`config.mk`:
```
export PLATFORM = sky130hd
export DESIGN_NAME = branch_predict_ctrl_flat
export DESIGN_NICKNAME = d
export VERILOG_FILES = /design/src/rtl/branch_predict_ctrl_pkg.sv /design/src/rtl/branch_predict_ctrl_if.sv /design/src/rtl/branch_predict_ctrl_bht_table.sv /design/src/rtl/branch_predict_ctrl.sv /design/src/flat_wrapper.sv
export SDC_FILE = /design/constraint.sdc
export NUM_CORES = 1
export LEC_CHECK = 0
export CORE_MARGIN = 2
export CORE_UTILIZATION = 55
export DETAILED_ROUTE_END_ITERATION = 8
export HOLD_SLACK_MARGIN = 0.12
export PLACE_DENSITY = 0.87
export REMOVE_ABC_BUFFERS = 1
export SKIP_LAST_GASP = 1
export SYNTH_ARGS = -nofsm -noshare
export SYNTH_HDL_FRONTEND = slang
export SYNTH_HIERARCHICAL = 1
export SYNTH_SLANG_ARGS = --single-unit
```
`constraint.sdc`:
```
create_clock -name clk -period 12.05 [get_ports clk]
set_clock_uncertainty 0.05 [all_clocks]
set_input_delay 3.615 -clock clk [delete_from_list [all_inputs] [get_ports clk]]
set_output_delay 3.615 -clock clk [all_outputs]
set_load 0.03 [all_outputs]
```
`src/rtl/branch_predict_ctrl_pkg.sv`:
```
// branch_predict_ctrl_pkg: shared counter encodings, FSM states and PC-to-index rule
package branch_predict_ctrl_pkg;
  typedef enum logic [1:0] {SNT = 2'b00, WNT = 2'b01, WT = 2'b10, ST = 2'b11} cnt_t;
  typedef enum logic {INIT, RUN} state_t;
  localparam int IDX_LSB = 2;
  function automatic logic [31-IDX_LSB:0] pc_word(input logic [31:0] pc);
    return pc[31:IDX_LSB];
  endfunction
endpackage

```
`src/rtl/branch_predict_ctrl_if.sv`:
```
// branch_predict_ctrl_if: ID/EX pipeline inputs and redirect outputs of the branch predictor
interface branch_predict_ctrl_if;
  logic        stall;
  logic        id_valid;
  logic        id_is_branch;
  logic [31:0] id_pc;
  logic [31:0] id_target;
  logic        ex_valid;
  logic        ex_is_branch;
  logic        ex_is_jump;
  logic        ex_taken;
  logic        ex_pred_taken;
  logic [31:0] ex_pc;
  logic [31:0] ex_target;
  logic        id_pred_taken;
  logic        redirect;
  logic [31:0] redirect_pc;
  logic        flush_if;
  logic        flush_id;
  modport master (
    output stall, id_valid, id_is_branch, id_pc, id_target,
    output ex_valid, ex_is_branch, ex_is_jump, ex_taken, ex_pred_taken, ex_pc, ex_target,
    input  id_pred_taken, redirect, redirect_pc, flush_if, flush_id
  );
  modport slave (
    input  stall, id_valid, id_is_branch, id_pc, id_target,
    input  ex_valid, ex_is_branch, ex_is_jump, ex_taken, ex_pred_taken, ex_pc, ex_target,
    output id_pred_taken, redirect, redirect_pc, flush_if, flush_id
  );
endinterface

```
`src/rtl/branch_predict_ctrl_bht_table.sv`:
```
// bht_table: 2-bit saturating counter table, combinational read, one synchronous write
module bht_table
  import branch_predict_ctrl_pkg::*;
#(
  parameter int IDX_W = 6
) (
  input  logic             clk,
  input  logic [IDX_W-1:0] rd_idx,
  output cnt_t             rd_cnt,
  input  logic             we,
  input  logic             init,
  input  logic [IDX_W-1:0] wr_idx,
  input  logic             taken
);
  cnt_t mem [2**IDX_W];
  function automatic cnt_t sat(input cnt_t c, input logic t);
    return t ? (c == ST ? ST : cnt_t'(c + 2'd1)) : (c == SNT ? SNT : cnt_t'(c - 2'd1));
  endfunction
  assign rd_cnt = mem[rd_idx];
  always_ff @(posedge clk)
    if (we) mem[wr_idx] <= init ? WNT : sat(mem[wr_idx], taken);
endmodule

```
`src/rtl/branch_predict_ctrl.sv`:
```
// branch_predict_ctrl: BHT-based branch prediction, misprediction redirect and branch statistics
module branch_predict_ctrl
  import branch_predict_ctrl_pkg::*;
#(
  parameter int IDX_W = 6,
  parameter int CNT_W = 32
) (
  input  logic                 clk,
  input  logic                 rst_n,
  branch_predict_ctrl_if.slave bus,
  output logic                 busy,
  output logic [CNT_W-1:0]     branch_cnt,
  output logic [CNT_W-1:0]     mispred_cnt
);
  state_t           state, state_nx;
  logic [IDX_W-1:0] init_idx;
  cnt_t             rd_cnt;
  logic             ex_act, jmp, mis_t, mis_n, ex_redir, id_redir, upd;
  bht_table #(.IDX_W(IDX_W)) u_bht (
    .clk    (clk),
    .rd_idx (IDX_W'(pc_word(bus.id_pc))),
    .rd_cnt (rd_cnt),
    .we     (busy | upd),
    .init   (busy),
    .wr_idx (busy ? init_idx : IDX_W'(pc_word(bus.ex_pc))),
    .taken  (bus.ex_taken)
  );
  always_ff @(posedge clk)
    if (!rst_n) begin
      state       <= INIT;
      init_idx    <= '0;
      branch_cnt  <= '0;
      mispred_cnt <= '0;
    end else begin
      state    <= state_nx;
      init_idx <= busy ? init_idx + IDX_W'(1) : init_idx;
      if (upd) begin
        branch_cnt  <= branch_cnt + CNT_W'(branch_cnt != '1);
        mispred_cnt <= mispred_cnt + CNT_W'((bus.ex_taken ^ bus.ex_pred_taken) & (mispred_cnt != '1));
      end
    end
  always_comb begin
    state_nx = (state == INIT && &init_idx) ? RUN : state;
  end
  assign busy              = state == INIT;
  assign bus.id_pred_taken = rd_cnt[1] & bus.id_valid & bus.id_is_branch & ~busy;
  assign ex_act            = bus.ex_valid & ~bus.stall;
  assign jmp               = ex_act & bus.ex_is_jump;
  assign mis_t             = ex_act & bus.ex_is_branch & ~bus.ex_is_jump & bus.ex_taken & ~bus.ex_pred_taken;
  assign mis_n             = ex_act & bus.ex_is_branch & ~bus.ex_is_jump & ~bus.ex_taken & bus.ex_pred_taken;
  assign ex_redir          = jmp | mis_t | mis_n;
  assign id_redir          = bus.id_pred_taken & ~bus.stall;
  assign upd               = ex_act & bus.ex_is_branch & ~bus.ex_is_jump & ~busy;
  assign bus.redirect      = ex_redir | id_redir;
  assign bus.redirect_pc   = (jmp | mis_t) ? bus.ex_target :
                             mis_n         ? bus.ex_pc + 32'd4 :
                             id_redir      ? bus.id_target : 32'd0;
  assign bus.flush_if      = ex_redir | id_redir;
  assign bus.flush_id      = ex_redir;
endmodule

```
`src/flat_wrapper.sv`:
```
// flat-port wrapper written by rule: the top's interface ports become plain ports
module branch_predict_ctrl_flat import branch_predict_ctrl_pkg::*;
#(
  parameter int IDX_W = 6,
  parameter int CNT_W = 32
)
  (clk, rst_n, busy, branch_cnt, mispred_cnt, bus_stall, bus_id_valid, bus_id_is_branch, bus_id_pc, bus_id_target, bus_ex_valid, bus_ex_is_branch, bus_ex_is_jump, bus_ex_taken, bus_ex_pred_taken, bus_ex_pc, bus_ex_target, bus_id_pred_taken, bus_redirect, bus_redirect_pc, bus_flush_if, bus_flush_id);
  branch_predict_ctrl_if bus_i ();
  input  logic clk;
  input  logic rst_n;
  output logic busy;
  output logic [CNT_W-1:0] branch_cnt;
  output logic [CNT_W-1:0] mispred_cnt;
  input wire logic [$bits(bus_i.stall)-1:0] bus_stall;
  input wire logic [$bits(bus_i.id_valid)-1:0] bus_id_valid;
  input wire logic [$bits(bus_i.id_is_branch)-1:0] bus_id_is_branch;
  input wire logic [$bits(bus_i.id_pc)-1:0] bus_id_pc;
  input wire logic [$bits(bus_i.id_target)-1:0] bus_id_target;
  input wire logic [$bits(bus_i.ex_valid)-1:0] bus_ex_valid;
  input wire logic [$bits(bus_i.ex_is_branch)-1:0] bus_ex_is_branch;
  input wire logic [$bits(bus_i.ex_is_jump)-1:0] bus_ex_is_jump;
  input wire logic [$bits(bus_i.ex_taken)-1:0] bus_ex_taken;
  input wire logic [$bits(bus_i.ex_pred_taken)-1:0] bus_ex_pred_taken;
  input wire logic [$bits(bus_i.ex_pc)-1:0] bus_ex_pc;
  input wire logic [$bits(bus_i.ex_target)-1:0] bus_ex_target;
  output wire logic [$bits(bus_i.id_pred_taken)-1:0] bus_id_pred_taken;
  output wire logic [$bits(bus_i.redirect)-1:0] bus_redirect;
  output wire logic [$bits(bus_i.redirect_pc)-1:0] bus_redirect_pc;
  output wire logic [$bits(bus_i.flush_if)-1:0] bus_flush_if;
  output wire logic [$bits(bus_i.flush_id)-1:0] bus_flush_id;
  assign bus_i.stall = bus_stall;
  assign bus_i.id_valid = bus_id_valid;
  assign bus_i.id_is_branch = bus_id_is_branch;
  assign bus_i.id_pc = bus_id_pc;
  assign bus_i.id_target = bus_id_target;
  assign bus_i.ex_valid = bus_ex_valid;
  assign bus_i.ex_is_branch = bus_ex_is_branch;
  assign bus_i.ex_is_jump = bus_ex_is_jump;
  assign bus_i.ex_taken = bus_ex_taken;
  assign bus_i.ex_pred_taken = bus_ex_pred_taken;
  assign bus_i.ex_pc = bus_ex_pc;
  assign bus_i.ex_target = bus_ex_target;
  assign bus_id_pred_taken = bus_i.id_pred_taken;
  assign bus_redirect = bus_i.redirect;
  assign bus_redirect_pc = bus_i.redirect_pc;
  assign bus_flush_if = bus_i.flush_if;
  assign bus_flush_id = bus_i.flush_id;
  branch_predict_ctrl #(.IDX_W(IDX_W), .CNT_W(CNT_W)) u_core (.clk(clk), .rst_n(rst_n), .bus(bus_i), .busy(busy), .branch_cnt(branch_cnt), .mispred_cnt(mispred_cnt));
endmodule
```
# After elaboration in Yosys (flattened, before gate mapping)
# Memories as Yosys holds them, arrays and structs flattened.
# Cells that the tools add are included.
# W data, S select, Z words.
[totals]
n_memories = 1
out_inout_bits = 101
latch_bits = 0
romBits = 0
regBits = 71
word_cells = 51
ramBits = 128
[classes]
eq_ne = 3
n_lt_le_gt_ge = 0
n_bitwise = 24
n_addsub = 6
reduce_logical = 3
div = 0
mul = 0
n_shift = 0
muxes = 10
[mem_list]
columns = ["memory", "depth", "width", "read_ports", "rd_clocked_by_memory_dff", "wr", "line_no", "source"]
rows = [
  ["u_core.u_bht.mem", 64, 2, 2, 0, 1, "branch_predict_ctrl_bht_table.sv:15", "cnt_t mem [2**IDX_W];"],
]
[op_table]
columns = ["operator", "n"]
rows = [
  ["$mux W32", 3],
  ["$ne A32 B32 Y1 const B", 2],
  ["$add A32 B1 Y32", 1],
  ["$add A32 B3 Y32 const B", 1],
  ["$add A32 B32 Y32", 1],
  ["$and A32 B1 Y32", 1],
  ["$and A1 B1 Y1", 13],
  ["$mux W2", 4],
  ["$add A6 B1 Y6 const B", 1],
  ["$mux W6", 1],
  ["$reduce_and A6 Y1", 1],
  ["$not A1 Y1", 5],
  ["$or A1 B1 Y1", 4],
  ["$add A2 B1 Y2 const B", 1],
  ["$eq A2 B2 Y1 const B", 1],
  ["$logic_not A2 Y1", 1],
  ["$mux W1", 2],
  ["$sub A2 B1 Y2 const B", 1],
  ["$logic_and A1 B1 Y1", 1],
  ["$xor A1 B1 Y1", 1],
]

# Depth between registers and ports, before layout
[depth]
word_depth = 9
depth_mapped = 14

# Modules after synthesis
# The synthesis kept the hierarchy.
[by_module_without_submodules]
columns = ["module", "n_inst", "area_per_inst_um2", "seq_area_each_um2", "cells_per_inst"]
rows = [
  ["bht_table", 1, 6407.4, 3843.7, 418],
  ["branch_predict_ctrl", 1, 4571.9, 1421.4, 593],
]

# Worst setup path after synthesis
# Ideal clock, no wire load.
[synth_timing]
path_kind = "input -> output"
start = "in bus_id_pc[2]"
end = "out bus_redirect_pc[20]"
slack_ns = 1.639
t_arrival_ns = 6.746
path_stages = 12
path_buffers = 4
path_cell_list = "clkbuf_1 -> buf_2 -> mux4_2 -> mux4_2 -> mux4_2 -> nand4_1 -> a311oi_1 -> and2_1 -> buf_4 -> buf_2 -> a22oi_1 -> o21ai_0"
[synth_via]
elab_chain_len = 8
[synth_lines]
columns = ["element", "line_no", "source"]
rows = [
  ["start: declaration", "flat_wrapper.sv:17", "input wire logic [$bits(bus_i.id_pc)-1:0] bus_id_pc;"],
  ["$mem_v2 Z64 W2", "n/a", ""],
  ["named net u_core.rd_cnt[1]", "branch_predict_ctrl.sv:17", "cnt_t rd_cnt;"],
  ["$and A1 B1 Y1 (3 in a row)", "branch_predict_ctrl.sv:46", "assign bus.id_pred_taken = rd_cnt[1] & bus.id_valid & bus.id_is_branch & ~busy;"],
  ["$and A1 B1 Y1", "branch_predict_ctrl.sv:52", "assign id_redir = bus.id_pred_taken & ~bus.stall;"],
  ["$mux W32", "branch_predict_ctrl.sv:57", "id_redir ? bus.id_target : 32'd0;"],
  ["$mux W32", "branch_predict_ctrl.sv:56", "mis_n ? bus.ex_pc + 32'd4 :"],
  ["$mux W32", "branch_predict_ctrl.sv:55", "assign bus.redirect_pc = (jmp | mis_t) ? bus.ex_target :"],
  ["end: declaration", "flat_wrapper.sv:28", "output wire logic [$bits(bus_i.redirect_pc)-1:0] bus_redirect_pc;"],
]
# The timed path passes the listed nets, and every way through them passes these cells.

# Worst setup path after layout
[layout_timing]
start = "in bus_id_pc[2]"
end = "out bus_redirect_pc[11]"
# Same word-level chain as after synthesis.

==> results by group <==
Clock network
  – Clock Tree Buf Depth: 2
  – Hold_buf cts: 0
  – Worst-path clk slew: 80 ps
  – CTS tree: done
  – CTS Sinks: 199
  – Number of post-CTS setup repair buffers: 0
  – Clock Latency Late Sink: ~440 ps
  – Htree depth: 4
  – PostCTS Resize Cnt: 0
  – Total CTS buffers: 17
  – Clk root buf: clkbuf_16

Floorplan
  – Die area: 20200 sq um
  – Die W: ~140 um
  – Initial Util: 0.562
  – Core ar.: approximately 19000 sq um
  – IO Count: 239
  – Cell Rows: 50
  – Die Ht: 142 um

Synth
  – Post-Syn Area: 10500 sq um
  – Synth Instances: 990
  – Yosys warns: 6
  – Syn Area/Cell: 10.6 sq um

Power
  – VDD IR-drop max: ~110 uV
  – P_leak: roughly 4.3 nW
  – Clock share of power: 0.376
  – Comb pwr share: 0.122
  – Power Total: 1.43 mW
  – Internal power: 1.09 mW
  – Switching part of the total: 0.242
  – Sequential power share: 0.502
  – P_sw: 346 uW
  – Power per Cell Area: 108 nW/um^2

Timing
  – Fin crit share: 0.956
  – Final hold violations: 0
  – Final Critical Period: 11520 ps
  – Max-slew headroom: 0.232
  – Final slew viol count: 0
  – RSZ-0062 raised after global routing: no
  – Setup violators final: 0
  – Max Fclk: 0.0868 GHz
  – Worst-Margin Slew: 1150 ps
  – Fin Setup TNS: 0 ps

Global routing
  – Initial antenna violation count: 2
  – Largest net degree at the start of global routing: 67
  – Total Routing Usage GR: 0.311
  – Global-route wire length before repair: about 48 mm
  – Gr ovfl total: 0
  – Vias in the first global route: 8669

Run
  – Max cap viols: 0

Hold path
  – Hold path start: u_core/mispred_cnt[23]
  – Worst Hold Class: register to register

Final layout
  – Synth-to-Final Area Change: 26.5%
  – Share of layout cells above drive strength 1: 0.0926
  – Nets: 1308

Drt
  – Routed WL per cell: 22.9 um
  – Initial DRC Count: 995
  – Antenna Nets Post-Route: 0
  – DRC viols: 0
  – Via count: approximately 9100
  – TritonRoute pass-1 iters: 6
  – Vias per Instance: 6.43
  – Routed wire length: 32.3 mm

Setup path
  – Crit-path slowest cell: a311oi_2
  – Crit. Startpoint: bus_id_pc[2]
  – Critical-path cell list: clkdlybuf4s50_1, buf_4, mux4_2, mux4_2, mux4_2, nand4_1, a311oi_2, and2_1, a22oi_1, o21ai_0, buf_12
  – Max incr delay on CP: 990 ps
  – Setup crit end kind: output port
  – Critical path class: input pin to output port
  – Most used cell, CP: mux4_2
  – CP Max Fanout: 19
  – WP data required: 8380 ps
  – Origin of the critical flop-to-flop path: u_core/state
  – CP startpoint kind: input pin
  – CP delay by family, top: compound AO/OA/AOI/OAI gates
  – WP buf/inv: 3
  – Crit path DAT: 7850 ps

Placement
  – GPL Wtd Cong: 0.957
  – Port Buffer Count: 212
  – Detailed Place HPWL: 22.6 mm

Status
  – Outcome: finished clean
-- layer usage --
layer | track usage | share of wire | vias to the layer above
met5 | 0 | 0 | -
met4 | 0.153 | 0.045 | 0
met3 | 0.0834 | 0.10 | 118
met2 | 0.532 | 0.49 | 588
met1 | 0.362 | 0.36 | 4341
li1 | - | - | 4033
-- final cells by class --
type                            instances  area, sq um
Tap cell                              234          293
Timing Repair Buffer                  219         2210
Fill cell                            1303         5410
Clock buffer                           19          433
Sequential cell                       199         5270
Clock inverter                         13          120
Antenna cell                            2         5.00
Multi-Input combinational cell        711         4900
Inverter                               16         60.1
-- layout by cell type (no fill, tap or decap), types with 7 or more instances in the layout --
cell type        instances
mux2i_1                 23
buf_4                   19
nand2_1                 58
clkbuf_16               17
mux2_1                   8
buf_12                   7
o21ai_0                 23
nand3_1                 47
nor2_1                 156
inv_1                   15
mux2_2                   7
a21oi_1                 27
xnor2_1                 56
nor4_1                  20
mux4_2                  27
or3_1                    9
and4_1                  10
nor2b_1                  8
a22oi_1                 26
clkdlybuf4s50_1        193
xor2_1                  29
nor3_1                  22
and2_1                  12
dfxtp_1                 71
a221oi_1                20
edfxtp_1               128
and3_1                  17
nand4_1                 37
-- per-stage QoR --
stage               utilization  instance area [sq um]  hold slack, ps  worst slack (ps)  std cells
finish                    0.711                  13300             470               532       1413
global route              0.711                  13300             489               365       1413
CTS                       0.710                  13300             464               610       1411
detailed placement        0.681                  12700             452               608       1379
global placement          0.681                  12700             432               704       1379
floorplan                     -                  10200             419              1980        926
-- worst register-to-register path, delay by kind of cell (launching register included) --
family | cells | cell delay, ps
and+or+nand+nor | 4 | 1610
muxes | 1 | 920
AOI/OAI and AO/OA | 3 | 480
buffers and inverters | 1 | 510
DFF | 1 | 830
-- state kept, by name (all words and copies together), names as in the netlist --
register and cells:
u_core/init_idx 6, u_core/u_bht/mem 128, u_core/mispred_cnt 32, u_core/branch_cnt 32, u_core/state 1
-- power groups by stage --
stage	clock, mW	sequential, mW	combinational (mW)
2_1_floorplan	0	0.735	0.0833
3_3_place_gp	0	0.736	0.169
3_5_place_dp	0	0.736	0.171
4_1_cts	0.543	0.721	0.172
5_1_grt	0.565	0.721	0.183
6_report	0.539	0.721	0.175
-- path summary, 6_finish.rpt --
kind                            depth (start not counted)  slack, ps                     end
worst max-delay path                                   11        530     bus_redirect_pc[11]
worst min register to register                          2        470  u_core/mispred_cnt[23]
worst max register to register                          9       7330  u_core/u_bht/mem[1][0]
worst min-delay path                                    2        470  u_core/mispred_cnt[23]
Power figures use the tool's default switching activity.
